[src/rtl/puzzle_pkg.sv]
// Shared types for the button command decoder:
// move direction encoding, FSM states and count decode helpers.
package puzzle_pkg;

  typedef enum logic [1:0] {
    UP    = 2'b00,
    DOWN  = 2'b01,
    LEFT  = 2'b10,
    RIGHT = 2'b11
  } dir_t;

  typedef enum logic [1:0] {
    IDLE    = 2'b00,
    COLLECT = 2'b01,
    HOLD    = 2'b10
  } state_t;

  localparam logic [2:0] CNT_MAX = 3'd7;

  function automatic dir_t cnt2dir(input logic [2:0] c);
    dir_t d;
    d = UP;
    unique case (c)
      3'd2:    d = DOWN;
      3'd3:    d = LEFT;
      3'd4:    d = RIGHT;
      default: d = UP;
    endcase
    return d;
  endfunction

  // Only bursts of 1..4 presses name a legal move.
  function automatic logic cnt_err(input logic [2:0] c);
    return (c == 3'd0) || (c > 3'd4);
  endfunction

endpackage

[src/rtl/btn_cmd_decoder_if.sv]
// Decoded move command channel, valid/ready handshake.
// Master drives the command, slave (puzzle core) drives ready.
interface btn_cmd_decoder_if;
  import puzzle_pkg::*;

  logic       cmd_valid;
  logic       cmd_ready;
  dir_t       cmd_dir;
  logic [2:0] cmd_count;
  logic       cmd_err;

  modport master (
    output cmd_valid,
    output cmd_dir,
    output cmd_count,
    output cmd_err,
    input  cmd_ready
  );

  modport slave (
    input  cmd_valid,
    input  cmd_dir,
    input  cmd_count,
    input  cmd_err,
    output cmd_ready
  );

endinterface

[src/rtl/btn_debounce.sv]
// Two-flop synchronizer followed by a level debouncer:
// btn_level follows only after DEBOUNCE_CYCLES disagreeing cycles.
module btn_debounce #(
  parameter int DEBOUNCE_CYCLES = 4
) (
  input  logic clk,
  input  logic rst,
  input  logic btn,
  output logic btn_level
);

  localparam int DW = $clog2(DEBOUNCE_CYCLES + 1);

  logic          s1;
  logic          s2;
  logic [DW-1:0] cnt;

  always_ff @(posedge clk or posedge rst) begin
    if (rst) begin
      s1        <= 1'b0;
      s2        <= 1'b0;
      cnt       <= '0;
      btn_level <= 1'b0;
    end else begin
      s1 <= btn;
      s2 <= s1;
      if (s2 == btn_level) begin
        cnt <= '0;
      end else if (cnt == DW'(DEBOUNCE_CYCLES - 1)) begin
        btn_level <= s2;
        cnt       <= '0;
      end else begin
        cnt <= cnt + 1'b1;
      end
    end
  end

endmodule

[src/rtl/btn_cmd_decoder.sv]
// Counts debounced presses in a burst and, after a released gap,
// offers the burst as a move command on a valid/ready channel.
module btn_cmd_decoder
  import puzzle_pkg::*;
#(
  parameter int DEBOUNCE_CYCLES = 4,
  parameter int GAP_CYCLES      = 32
) (
  input  logic                     clk,
  input  logic                     rst,
  input  logic                     btn,
  btn_cmd_decoder_if.master        cmd,
  output logic                     btn_level,
  output logic                     busy,
  output logic                     cmd_drop
);

  localparam int GW = $clog2(GAP_CYCLES + 1);

  state_t        state;
  state_t        state_n;
  logic [2:0]    cnt;
  logic [2:0]    cnt_n;
  logic [GW-1:0] gap;
  logic [GW-1:0] gap_n;
  logic          level_q;
  logic          press;
  logic          hold;

  btn_debounce #(
    .DEBOUNCE_CYCLES(DEBOUNCE_CYCLES)
  ) u_deb (
    .clk       (clk),
    .rst       (rst),
    .btn       (btn),
    .btn_level (btn_level)
  );

  assign press = btn_level & ~level_q;

  always_ff @(posedge clk or posedge rst) begin
    if (rst) begin
      state   <= IDLE;
      cnt     <= '0;
      gap     <= '0;
      level_q <= 1'b0;
    end else begin
      state   <= state_n;
      cnt     <= cnt_n;
      gap     <= gap_n;
      level_q <= btn_level;
    end
  end

  always_comb begin
    state_n  = state;
    cnt_n    = cnt;
    gap_n    = gap;
    cmd_drop = 1'b0;
    unique case (1'b1)
      state == IDLE: begin
        if (press) begin
          state_n = COLLECT;
          cnt_n   = 3'd1;
          gap_n   = '0;
        end
      end
      state == COLLECT: begin
        if (press) begin
          cnt_n = (cnt == CNT_MAX) ? cnt : cnt + 3'd1;
          gap_n = '0;
        end else if (btn_level) begin
          gap_n = '0;
        end else if (gap == GW'(GAP_CYCLES - 1)) begin
          state_n = HOLD;
          gap_n   = '0;
        end else begin
          gap_n = gap + 1'b1;
        end
      end
      state == HOLD: begin
        // Presses here can't join the offered burst; flag and discard.
        cmd_drop = press;
        if (cmd.cmd_ready) begin
          state_n = IDLE;
          cnt_n   = '0;
        end
      end
      default: begin
        state_n = IDLE;
        cnt_n   = '0;
        gap_n   = '0;
      end
    endcase
  end

  assign hold          = (state == HOLD);
  assign busy          = (state != IDLE);
  assign cmd.cmd_valid = hold;
  assign cmd.cmd_count = hold ? cnt : 3'd0;
  assign cmd.cmd_dir   = hold ? cnt2dir(cnt) : UP;
  assign cmd.cmd_err   = hold & cnt_err(cnt);

endmodule

[src/flat_wrapper.sv]
// flat-port wrapper written by rule: the top's interface ports become plain ports
module btn_cmd_decoder_flat import puzzle_pkg::*;
#(
  parameter int DEBOUNCE_CYCLES = 4,
  parameter int GAP_CYCLES      = 32
)
  (clk, rst, btn, btn_level, busy, cmd_drop, cmd_cmd_valid, cmd_cmd_dir, cmd_cmd_count, cmd_cmd_err, cmd_cmd_ready);
  btn_cmd_decoder_if cmd_i ();
  input  logic clk;
  input  logic rst;
  input  logic btn;
  output logic btn_level;
  output logic busy;
  output logic cmd_drop;
  output wire logic [$bits(cmd_i.cmd_valid)-1:0] cmd_cmd_valid;
  output wire logic [$bits(cmd_i.cmd_dir)-1:0] cmd_cmd_dir;
  output wire logic [$bits(cmd_i.cmd_count)-1:0] cmd_cmd_count;
  output wire logic [$bits(cmd_i.cmd_err)-1:0] cmd_cmd_err;
  input wire logic [$bits(cmd_i.cmd_ready)-1:0] cmd_cmd_ready;
  assign cmd_cmd_valid = cmd_i.cmd_valid;
  assign cmd_cmd_dir = cmd_i.cmd_dir;
  assign cmd_cmd_count = cmd_i.cmd_count;
  assign cmd_cmd_err = cmd_i.cmd_err;
  assign cmd_i.cmd_ready = cmd_cmd_ready;
  btn_cmd_decoder #(.DEBOUNCE_CYCLES(DEBOUNCE_CYCLES), .GAP_CYCLES(GAP_CYCLES)) u_core (.clk(clk), .rst(rst), .btn(btn), .cmd(cmd_i), .btn_level(btn_level), .busy(busy), .cmd_drop(cmd_drop));
endmodule
[config.mk]
export PLATFORM = sky130hd
export DESIGN_NAME = btn_cmd_decoder_flat
export DESIGN_NICKNAME = d
export VERILOG_FILES = /design/src/rtl/puzzle_pkg.sv /design/src/rtl/btn_cmd_decoder_if.sv /design/src/rtl/btn_debounce.sv /design/src/rtl/btn_cmd_decoder.sv /design/src/flat_wrapper.sv
export SDC_FILE = /design/constraint.sdc
export NUM_CORES = 1
export LEC_CHECK = 0
export CORE_MARGIN = 3
export CORE_UTILIZATION = 55
export CTS_BUF_LIST = sky130_fd_sc_hd__clkbuf_4 sky130_fd_sc_hd__clkbuf_8
export DETAILED_ROUTE_END_ITERATION = 7
export GPL_ROUTABILITY_DRIVEN = 0
export PLACE_DENSITY = 0.81
export SETUP_SLACK_MARGIN = 0.1
export SLEW_MARGIN = 0
export SYNTH_ARGS = -nofsm -noshare
export SYNTH_HDL_FRONTEND = slang
export SYNTH_SLANG_ARGS = --single-unit
[constraint.sdc]
create_clock -name clk -period 2.3 [get_ports clk]
set_clock_uncertainty 0.05 [all_clocks]
set_input_delay 0.46 -clock clk [delete_from_list [all_inputs] [get_ports clk]]
set_output_delay 0.46 -clock clk [all_outputs]
set_load 0.03 [all_outputs]
After elaboration in Yosys (flattened, before gate mapping)
Cells that the tools add are included.
{"block": "op_classes", "n_addsub": 3, "magnitude_cmp": 1, "n_eq_ne": 16, "n_mux": 22, "bitwise": 5, "reduce_logical": 8}
{"op": "$mux 6", "count": 4}
{"op": "$mux 3", "count": 7}
{"op": "$pmux 6 s3", "count": 1}
{"op": "$mux 2", "count": 6}
{"op": "$pmux 2 s3", "count": 2}
{"op": "$ne 2x2->1 const B", "count": 5}
{"op": "$eq 3x2->1 const B", "count": 3}
{"op": "$pmux 3 s3", "count": 1}
{"op": "$add 3x1->3 const B", "count": 2}
{"op": "$add 6x1->6 const B", "count": 1}
{"op": "$eq 3x3->1 const B", "count": 2}
{"op": "$eq 6x5->1 const B", "count": 1}
{"op": "$reduce_and 5->1", "count": 1}
{"op": "$ne 2x1->1 const B", "count": 2}
{"op": "$reduce_and 2->1", "count": 2}
{"op": "$reduce_and 4->1", "count": 1}
{"op": "$gt 3x3->1 const B", "count": 1}
{"op": "$logic_not 3->1", "count": 1}
{"op": "$not 1->1", "count": 3}
{"op": "$and 1x1->1", "count": 2}
{"op": "$eq 2x1->1 const B", "count": 1}
{"op": "$eq 2x2->1 const B", "count": 1}
{"op": "$logic_not 2->1", "count": 1}
{"op": "$reduce_bool 2->1", "count": 1}
{"op": "3 further kinds", "count": 3}
{"block": "word_totals", "ff_bits": 18, "inputBits": 4, "elab_cells": 63}

Depth between registers and ports, before layout
{"block": "depth", "ltp_word": 5, "ltp_mapped": 6, "ltp_nobuf": 5}

Cells and area by module
Synthesis repeated with hierarchy kept, for this count alone.
{"block": "unflattened", "hier_cells": 91, "area_unflattened_um2": 983.4}
{"mod": "btn_cmd_decoder", "instances": 1, "cells_each": 77, "area_per_inst_um2": 750.7, "seq_area_each_um2": 300.3}
{"mod": "btn_debounce", "instances": 1, "cells_each": 14, "area_per_inst_um2": 232.7, "seq_area_each_um2": 150.1}

Least setup slack after synthesis
No wires, ideal clock.
{"block": "synth_timing", "path_type": "register -> output", "startpoint": "register u_core.state[0]", "endpoint": "output cmd_cmd_dir[0]", "arrival_ns": 1.226, "slack_ns": 0.564, "stages_incl_launch_ff": 5, "cell_sequence": "dfrtp_1 buf_6 nand2b_4 buf_6 a21oi_1"}
{"block": "synth_between", "elab_chain_cells": 2}
{"item": "from (decl)", "line": "btn_cmd_decoder.sv:20", "rtl": "state_t state;"}
{"item": "from (signal assigned)", "line": "btn_cmd_decoder.sv:48", "rtl": "state <= state_n;"}
{"item": "$eq 2x2->1", "line": "btn_cmd_decoder.sv:97", "rtl": "assign hold = (state == HOLD);"}
{"item": "$mux 2", "line": "btn_cmd_decoder.sv:101", "rtl": "assign cmd.cmd_dir = hold ? cnt2dir(cnt) : UP;"}
{"item": "to (decl)", "line": "flat_wrapper.sv:16", "rtl": "output wire logic [$bits(cmd_i.cmd_dir)-1:0] cmd_cmd_dir;"}
No other way between the ends.

Worst setup path in the final report
{"block": "layout_timing", "startpoint": "register u_core.cnt[0]", "endpoint": "output cmd_cmd_err"}
{"block": "layout_between", "elab_chain_cells": 3, "word_cells_on_any_way": 4}
{"item": "from (decl)", "line": "btn_cmd_decoder.sv:22", "rtl": "logic [2:0] cnt;"}
{"item": "from (signal assigned)", "line": "btn_cmd_decoder.sv:49", "rtl": "cnt <= cnt_n;"}
{"item": "$gt 3x3->1 / $logic_not 3->1 (equally long branches)", "line": "puzzle_pkg.sv:34", "rtl": "return (c == 3'd0) || (c > 3'd4);"}
{"item": "$logic_or 1x1->1 (*)", "line": "puzzle_pkg.sv:34"}
{"item": "$and 1x1->1 (*)", "line": "btn_cmd_decoder.sv:102", "rtl": "assign cmd.cmd_err = hold & cnt_err(cnt);"}
{"item": "to (decl)", "line": "flat_wrapper.sv:18", "rtl": "output wire logic [$bits(cmd_i.cmd_err)-1:0] cmd_cmd_err;"}
Every way passes the cells marked *; elsewhere a longest branch is shown, timed or not.

==> impl_results.md <==
- Residual DRC: 0
- Clock root cell: clkbuf_4
- Post-synthesis sequential area ratio: 0.4787
- Hold Path End: u_core.u_deb.s2$_DFF_PP0_
- Share of cells above drive strength 1: 0.1468
- Worst Hold Class: reg2reg
- Post-synthesis instance area: 940.9 sq um
- Congestion Overflow GR: 0
- Distinct cells, synth: 30
- Area of the multi-input gates: 429.2 sq um
- P&R area growth vs syn: 18.09%
- CP Class: reg2out
- Core box area: 1559 sq um
- Rows: 14
- Post-synth top area share: 0.4787
- Detail Route Antenna Nets: 0
- IO Pins: 14
- Post-CTS Setup Bufs: 0
- Reg2reg path depth: 5
- Pre-CTS setup slack: 175.6 ps
- Power, Total: between 1 and 1.5 mW
- Async SR Flop Fraction: 1.000
- Wire per inst: between 10 and 15 um
- CP max stage cell: dfrtp_1
- Max-slew headroom: 0.5559
- Drt initial violations: 11
- CP Launch Type: register
- Worst endpoint required time: 1790 ps
- # fillers: 114
- CTS max path bufs: 2
- DP HPWL: 1.313 mm
- Crit path cell chain: inv_1 -> ha_1 -> xnor2_1 -> nor2_1 -> clkdlybuf4s15_1
- Measured slew at the worst slew-check pin: 665.5 ps
- Post-layout util: 0.7127
- Area contributors post-synth: dfrtp_1, ha_1, a21oi_1
- Reg2reg end: u_core.cnt[0]$_DFFE_PP0P_
- Final Hold Fails: 0
- Die span in y: 47.36 um
- Routed Wire Length: 1.720 mm
- Worst-Skew Late Latency: about 280 ps
- Power Density: 987.8 nW/um^2
- Top FF cell, synth: dfrtp_1
- Worst Setup End Kind: primary output
- Most instantiated library cell after synthesis: dfrtp_1
- Leak: 0.5989 nW
- Cells after Synth: 93
- DR vias: between 700 and 800
- Final setup fails: 0
- First-pass GRT wire length: about 2.8 mm
- Warnings from Yosys: 0
- CTS tree: built
- Die area: 2243 sq um
- Final Max Slew Viols: 0
- Post-synth top cells: dfrtp_1, nand2_1, a21oi_1, o21ai_0
- Layout Cells excl Fill: 125
- Max frequency: 471.3 MHz
- Status: finished clean
- Vias in the first global route: about 650
- MaxCap Viol Count: 0
- Die width: 47.36 um
- Worst path max stage delay: 410 ps
- Cell count of the worst hold path: 0
- Nets: 120
- Synth Register Bits: 18
- Worst vdd ir: 0.6773 mV
- # port buffers: 13
- Largest net degree at the start of global routing: 19
- Syn_nets: 103
- Cell taking the most area after synthesis: dfrtp_1
- Fin crit share: 0.9225
- Sink Count: 18
- ANT cells: 0
- GRT Overall Usage: 0.1752
- Clock-pin slew on the worst setup and hold paths: 100 ps
- Worst EP arrival: 1610 ps
- Hold_sp: u_core.u_deb.s1$_DFF_PP0_
- RSZ-0062 raised after global routing: no
- Reg area: around 450 sq um
- Initial Util: 0.6035
- Post-synth EDFFs: 0
- DR vias/cell: 5.840
- Initial antenna violation count: 0
- Placed cells: 121
- Reg2reg setup slack: roughly 540 ps
- Setup TNS: 0 ps
- Final Worst Setup Slack: 178.3 ps
- TritonRoute pass-1 iters: 4
- Worst-path fanout max: 4
- CTS buffer count: 3
- R2r startpoint: u_core.cnt[0]$_DFFE_PP0P_
- Mean Syn Cell Area: 10.12 sq um
- Tmin final: between 2000 and 2500 ps
- H-tree Lvls: 1
## layout make-up
cell class | instances | area share
flip-flops and latches | 18 | 0.4054
multi-input cells | 65 | 0.3863
repair buffers | 16 | 0.1374
clock buffers | 4 | 0.03266
inverters | 6 | 0.02027
well taps | 16 | 0.01802
## stage by stage
step / instance area [sq um] / hold slack, ps
after detailed placement: 1075 / 304.7
final: 1111 / 315.4
after floorplan: 940.9 / 281.2
after CTS: 1107 / 323.5
after global routing: 1111 / 335.0
after global placement: 1075 / 284.1
## worst max-delay path by stage
stage / from / end / slack (ps) / cells after the start
6_report: u_core.cnt[0]$_DFFE_PP0P_ / cmd_cmd_err / 180 / 5
5_1_grt: u_core.cnt[0]$_DFFE_PP0P_ / cmd_cmd_err / 100 / 5
4_1_cts: u_core.state[0]$_DFFE_PP0P_ / cmd_cmd_count[0] / 110 / 3
3_5_place_dp: u_core.cnt[0]$_DFFE_PP0P_ / cmd_cmd_dir[1] / 180 / 5
3_3_place_gp: u_core.cnt[0]$_DFFE_PP0P_ / cmd_cmd_dir[1] / 270 / 5
2_1_floorplan: u_core.state[0]$_DFFE_PP0P_ / cmd_cmd_dir[0] / 560 / 4
## logic make-up after synthesis
family,after synthesis,synth area share
buf+inv,10,0.06515
fa+ha+maj,6,0.07979
simple gates,33,0.1915
compound gates,21,0.1290
flops,18,0.4787
xor+xnor,3,0.02793
mux,2,0.02792
## registers in the layout (all words and copies together) (netlist names)
name                    cells
u_core.u_deb.cnt            3
u_core.u_deb.s2             1
u_core.gap                  6
u_core.cnt                  3
u_core.state                2
u_core.level_q              1
u_core.u_deb.btn_level      1
u_core.u_deb.s1             1
## routing by layer
metal,vias to the layer above,routed length (um),track usage
met5,-,0,0
met4,0,18,0.06630
met3,2,58,0.03448
met2,22,918,0.3102
met1,357,725,0.2062
li1,349,-,-
## worst max-delay path, delay by kind of cell, from the launching register on
kind,cells,cell delay [ps]
adder cells (fa/ha/maj),1,230
buffers and inverters,2,470
AND/OR/NAND/NOR,1,90
flip-flops,1,410
XOR/XNOR,1,130
## cells in the final DEF, fill, tap and decap left out, drive strengths merged
| master | Yosys | routed |
|---|---|---|
| clkdlybuf4s50 | 0 | 6 |
| nand2 | 10 | 10 |
| nor3 | 2 | 2 |
| mux2 | 2 | 2 |
| dfrtp | 18 | 18 |
| nand2b | 2 | 2 |
| a21oi | 8 | 8 |
| and3 | 1 | 1 |
| nand4b | 2 | 2 |
| o22a | 1 | 1 |
| or3b | 1 | 1 |
| a22o | 1 | 1 |
| nor2b | 1 | 1 |
| xor2 | 1 | 1 |
| o21ba | 1 | 1 |
| nand3 | 2 | 2 |
| or3 | 1 | 1 |
| nor3b | 3 | 3 |
| clkdlybuf4s15 | 0 | 1 |
| inv | 6 | 6 |
| o22ai | 1 | 1 |
| a31oi | 1 | 1 |
| ha | 6 | 6 |
| xnor2 | 2 | 2 |
| dlymetal6s2s | 0 | 4 |
| buf | 4 | 3 |
| or2 | 1 | 1 |
| nor2 | 7 | 7 |
| o21ai | 8 | 8 |
| clkbuf | 0 | 6 |
## repair_timing
| item | CTS | global route |
|---|---|---|
| gates resized for setup | 3 | 9 |
| hold buffers | 0 | 0 |
| endpoints found under the setup margin | 3 | 7 |
## where the power goes
| group | internal (mW) | switching [mW] | leakage [nW] |
|---|---|---|---|
| clock | 0.0962 | 0.0920 | 0.0210 |
| sequential | 0.408 | 0.0724 | 0.227 |
| combinational | 0.200 | 0.229 | 0.351 |
| total | 0.704 | 0.394 | 0.599 |
Power figures use the tool's default switching activity.
==> edit 1: new RTL, same flow settings <==
Register the output `cmd.cmd_count`, without a reset; this adds one clock of latency there.
--- a/src/rtl/btn_cmd_decoder.sv
+++ b/src/rtl/btn_cmd_decoder.sv
@@ -98,5 +98,7 @@
   assign busy          = (state != IDLE);
   assign cmd.cmd_valid = hold;
-  assign cmd.cmd_count = hold ? cnt : 3'd0;
+  always_ff @(posedge clk) begin
+    cmd.cmd_count <= hold ? cnt : 3'd0;
+  end
   assign cmd.cmd_dir   = hold ? cnt2dir(cnt) : UP;
   assign cmd.cmd_err   = hold & cnt_err(cnt);
Function: no difference found for any inputs over 10 cycles, from zero or initial values and one cycle with rst high; that may be too few to reach the edited logic, so the function may still have changed.
==> edit 1 against the original RTL <==
Cell count rose by 5.6%; area after synthesis rose by 9.3%; fmax grew 0.73%; clock power fell by 3%; final area increased by 6.6%; sequential cell count is 3 higher; power rose by 8.0%; largest power group unchanged; highest routed layer unchanged; routed wire length down 1.5%; hold slack got worse by 4.2 ps; setup slack gained 15 ps.
==> edit 1: results (changes against the original RTL) <==
Run status
  • Status: complete, no violations

Clock network
  • Clock transition at path regs: 110 ps
  • Post CTS Setup Buffer Count: 0 (unchanged)
  • Number of buffers created by CTS: 3 (unchanged)
  • Clock buffer depth: 2 (unchanged)
  • CTS Root Cell: clkbuf_4
  • Clk_lat worst skew: 300 ps (+20 ps)

Routing
  • Routed len/inst: 12.84 µm (-6.7%)
  • DR iter-0 viols: 2 (-9)
  • DR pass1 iterations: 3 (-1)
  • Via Count: 691 (-5.3%)

Yosys
  • Top FF cell, synth: dfrtp_1
  • Async set-or-reset flop fraction in the synthesized netlist: 0.8571 (-0.1429)
  • Synth top area cells: dfrtp_1 44%, ha_1 7.3%, dfxtp_1 5.8%, mux2_4 2.9%, xnor2_1 2.6%
  • Seq/Total Area, Yosys: 0.4964 (+0.01763)
  • Syn_nets: 102 (-0.97%)
  • Post-synth cell types: 34 (+13%)
  • Post-synth top cells: 18 x dfrtp_1, 6 x ha_1

Setup path
  • CP peak stage delay: 410 ps (about the same)
  • Arrival @ worst endpoint: 1600 ps
  • CP max-delay cell: dfrtp_1
  • Worst R2R Path Depth: 5 (unchanged)
  • CP Max Fanout: 4 (unchanged)
  • Worst reg-to-reg setup slack: 650 ps (+110 ps)
  • Crit path launch type: flip-flop

Global route
  • Gr usage total: 0.1734 (-0.001774)
  • Antenna violations before repair: 0 (unchanged)
  • First-pass GRT wire length: 3118 µm (+13%)
  • Largest net degree at the start of global routing: 19 (unchanged)
  • Vias in the first global route: 714 (+9.3%)

Final layout
  • Share of cells above drive strength 1: 0.1682 (+0.02144)
  • Fill cell count: 145 (+27%)
  • Nets@finish: 118 (-1.7%)

STA
  • Worst-Margin Slew: 670.5 ps (+5.026 ps)

Place
  • Worst slack at placement: 165.0 ps (-10.61 ps)
  • Final HPWL DP: 1272 µm (-3.1%)
  • PortBufs: 13 (unchanged)

Pwr
  • Lkg Pwr: 0.5657 nW (-5.6%)
  • Max VDD drop: 0.6476 mV (-4.4%)

Min path
  • Worst Hold Launch: u_core.u_deb.s1
  • Min-Delay Path Depth: 0 (unchanged)
==> edit 1: cell types whose count changed after synthesis, moves of 2 or more <==
cell / before / now
and2_1: 0 / 2
dfxtp_1: 0 / 3
nand4b_1: 2 / 0
o21ai_0: 8 / 3
o21ai_1: 0 / 4
nand2b_1: 1 / 4
a21oi_1: 8 / 5
nand2_1: 10 / 5
==> edit 1: power by group <==
group | leakage [nW] | internal [mW] | switching (mW)
Clock | 0.0184 | 0.0794 | 0.104
Combinational | 0.299 | 0.247 | 0.226
Sequential | 0.248 | 0.456 | 0.0725
Total | 0.566 | 0.783 | 0.402
==> edit 1: final cells by class <==
type / count / area share
Timing Repair Buffer: 14 / 0.1045
Clock buffer: 4 / 0.02534
Tap cell: 25 / 0.02640
Multi-Input combinational cell: 63 / 0.3960
Inverter: 5 / 0.01584
Sequential cell: 21 / 0.4319
==> edit 1: how the worst max path moves through the flow <==
stage | end | slack, ps | cells after the start
finish | cmd_cmd_err | 190 | 5
detailed placement | cmd_cmd_dir[1] | 170 | 5
global placement | cmd_cmd_dir[0] | 250 | 5
CTS | cmd_cmd_dir[1] | 100 | 5
floorplan | cmd_cmd_dir[0] | 570 | 4
global route | cmd_cmd_err | 100 | 5
==> edit 1: worst register-to-register path, cell delays in order (launching register included) <==
cell	delay, ps
dfrtp_1	420
ha_1	230
ha_1	180
a21oi_1	170
o22a_4	190
mux2_4	300
==> edit 1: cells by family (layout without fill, tap and decap cells) <==
logic type / count (synthesis) / after routing / share of synthesized area
mux: 4 / 4 / 0.04988
flops: 21 / 21 / 0.4964
fa+ha+maj: 6 / 6 / 0.07299
simple gates: 32 / 32 / 0.1873
xor+xnor: 3 / 3 / 0.02555
buf+inv: 8 / 23 / 0.04745
compound gates: 18 / 18 / 0.1204
==> edit 1: layer usage <==
metal / share of wire / GRT usage / routed length (µm)
met3: 0.029 / 0.03670 / 49
met5: 0 / 0 / 0
met4: 0.027 / 0.1137 / 46
met2: 0.48 / 0.2768 / 818
met1: 0.46 / 0.2095 / 779
==> edit 1: repair_timing <==
item,4_1_cts,5_1_grt
setup endpoints to repair,6,3
gates cloned,0,0
pin swaps,0,0
hold buffers,0,0
gates resized for setup,7,5
==> edit 1: per-stage QoR <==
| step | hold slack [ps] | instance area [µm²] | utilization | cells |
|---|---|---|---|---|
| after CTS | 315.4 | 1191 | 0.6824 | 132 |
| after floorplan | 281.2 | 1028 | - | 92 |
| final | 311.2 | 1185 | 0.6789 | 132 |
| after global routing | 326.7 | 1185 | 0.6789 | 132 |
| after detailed placement | 291.2 | 1167 | 0.6688 | 128 |
| after global placement | 282.0 | 1167 | 0.6688 | 128 |
==> edit 2: new RTL, same flow settings <==
Made on the original files. `GAP_CYCLES` is set to 32 in 2 places; all go to 16.
--- a/src/rtl/btn_cmd_decoder.sv
+++ b/src/rtl/btn_cmd_decoder.sv
@@ -5,5 +5,5 @@
 #(
   parameter int DEBOUNCE_CYCLES = 4,
-  parameter int GAP_CYCLES      = 32
+  parameter int GAP_CYCLES      = 16
 ) (
   input  logic                     clk,
--- a/src/flat_wrapper.sv
+++ b/src/flat_wrapper.sv
@@ -3,5 +3,5 @@
 #(
   parameter int DEBOUNCE_CYCLES = 4,
-  parameter int GAP_CYCLES      = 32
+  parameter int GAP_CYCLES      = 16
 )
   (clk, rst, btn, btn_level, busy, cmd_drop, cmd_cmd_valid, cmd_cmd_dir, cmd_cmd_count, cmd_cmd_err, cmd_cmd_ready);
Formal check against the unedited RTL: no difference found for any inputs over 10 cycles, from zero or initial values and one cycle with rst high; that may be too few to reach the edited logic, so the function may still have changed.
==> edit 2 against the original RTL <==
Sequential cell count is 1 lower; largest cell class is now multi-input gates; setup slack worse by 33 ps; area after synthesis fell by 2.3%; die area down 2.0%; final area is 2.1% lower; routed wire length is 2.6% lower; power barely moved.
==> edit 2: results (changes against the original RTL) <==
Setup path
  • Worst reg-to-reg setup slack: 730 ps (+190 ps)
  • CP peak stage delay: 430 ps (+20 ps)
  • CP Max Fanout: 4 (unchanged)
  • Worst R2R Path Depth: 5 (unchanged)
  • Reg-to-reg startpoint: u_core.cnt[0]
  • Critical R2R Capture: u_core.cnt[2]

Pwr
  • Max VDD drop: 0.8106 mV (+20%)
  • P_int: 0.6878 mW (-2.3%)
  • Lkg Pwr: 0.5937 nW (-0.87%)

Routing
  • Vias/cell: 5.740 (-1.7%)
  • DR iter-0 viols: 7 (-4)
  • Routed len/inst: 13.63 µm (-0.97%)

Place
  • PortBufs: 13 (unchanged)
  • Final HPWL DP: 1296 µm (-1.3%)

Yosys
  • Async set-or-reset flop fraction in the synthesized netlist: 1.000 (unchanged)
  • Synth top area share: 0.4626 (-0.01614)
  • Post-synth cell types: 31 (+3.3%)
  • Seq/Total Area, Yosys: 0.4626 (-0.01614)
  • Syn_nets: 101 (-1.9%)
  • Synth top area cells: dfrtp_1 46%, ha_1 8.2%, nor2_1 4.9%, xnor2_1 3.8%, nand2b_4 3.0%
  • Post-synth top cells: 17 x dfrtp_1, 12 x nor2_1, 6 x ha_1, 6 x inv_1, 5 x nand2_1
  • Post-synth EDFFs: 0 (unchanged)

Run status
  • Status: complete, no violations

Global route
  • Antenna violations before repair: 0 (unchanged)
  • Gr usage total: 0.1700 (-0.005216)
  • Largest net degree at the start of global routing: 18 (-1)
  • First-pass GRT wire length: 2622 µm (-5.2%)
  • Vias in the first global route: 617 (-5.5%)

STA
  • WHS: 319.4 ps (+3.945 ps)
  • Worst-Margin Slew: 619.4 ps (-46.09 ps)

Final layout
  • Top flop regs: u_core.gap (5), u_core.cnt (3), u_core.u_deb.cnt (3)
  • Share of cells above drive strength 1: 0.1589 (+0.01209)
  • N_diodes: 0 (unchanged)
  • Fill cell count: 124 (+8.8%)
  • Nets@finish: 118 (-1.7%)

Clock network
  • Clock buffer depth: 2 (unchanged)
edit 2: changes by cell type after synthesis, sizes merged, moves of 3 or more:
cell   before  now
nor2        7   12
nand2      10    6
a21oi       8    5
o21ai       8    4
edit 2: logic make-up after synthesis:
family	synth area share
mux	0.01224
simple gates	0.2082
xor+xnor	0.03809
compound gates	0.1401
fa+ha+maj	0.08163
buf+inv	0.05713
flops	0.4626
edit 2: power by group through the flow:
stage	clock network [mW]	registers, mW	logic [mW]
finish	0.171	0.489	0.437
global route	0.184	0.501	0.486
CTS	0.175	0.488	0.443
detailed placement	0	0.493	0.441
global placement	0	0.486	0.424
floorplan	0	0.478	0.342
edit 2: cell type report:
class	instances	area share
Inverter	7	0.02417
Tap cell	16	0.01841
Timing Repair Buffer	15	0.1312
Multi-Input combinational cell	64	0.4062
Sequential cell	17	0.3924
Clock buffer	4	0.02762
edit 2: routing by layer:
| metal | vias up | routed length, µm | track usage | part of all wire |
|---|---|---|---|---|
| met3 | 5 | 47 | 0.03448 | 0.028 |
| met4 | 0 | 29 | 0.06630 | 0.017 |
| li1 | 343 | - | - | - |
| met1 | 349 | 786 | 0.2174 | 0.47 |
| met2 | 9 | 813 | 0.2818 | 0.49 |
| met5 | - | 0 | 0 | 0 |
edit 2: what timing repair did:
item	CTS	global route
setup endpoints to repair	9	7
hold buffers	0	0
setup buffers	0	0
pin swaps	0	0
resized for setup	6	9
edit 2: through the flow:
step / util / instance area [µm²] / worst slack (ps) / total power [mW] / instances
detailed placement: 0.6867 / 1059 / 176.1 / 0.9345 / 119
floorplan: - / 919.6 / 561.1 / 0.8198 / 91
CTS: 0.7029 / 1084 / 116.7 / 1.106 / 123
finish: 0.7054 / 1087 / 145.4 / 1.097 / 123
global placement: 0.6867 / 1059 / 236.9 / 0.9094 / 119
global route: 0.7054 / 1087 / 47.91 / 1.171 / 123
edit 2: worst max-delay path by stage:
stage               cells after the start             end                   start
floorplan                               4  cmd_cmd_dir[0]           u_core.cnt[0]
global placement                        5     cmd_cmd_err           u_core.cnt[0]
detailed placement                      5  cmd_cmd_dir[1]           u_core.cnt[0]
CTS                                     3        cmd_drop  u_core.u_deb.btn_level
global route                            5  cmd_cmd_dir[1]           u_core.cnt[0]
finish                                  5  cmd_cmd_dir[1]           u_core.cnt[0]
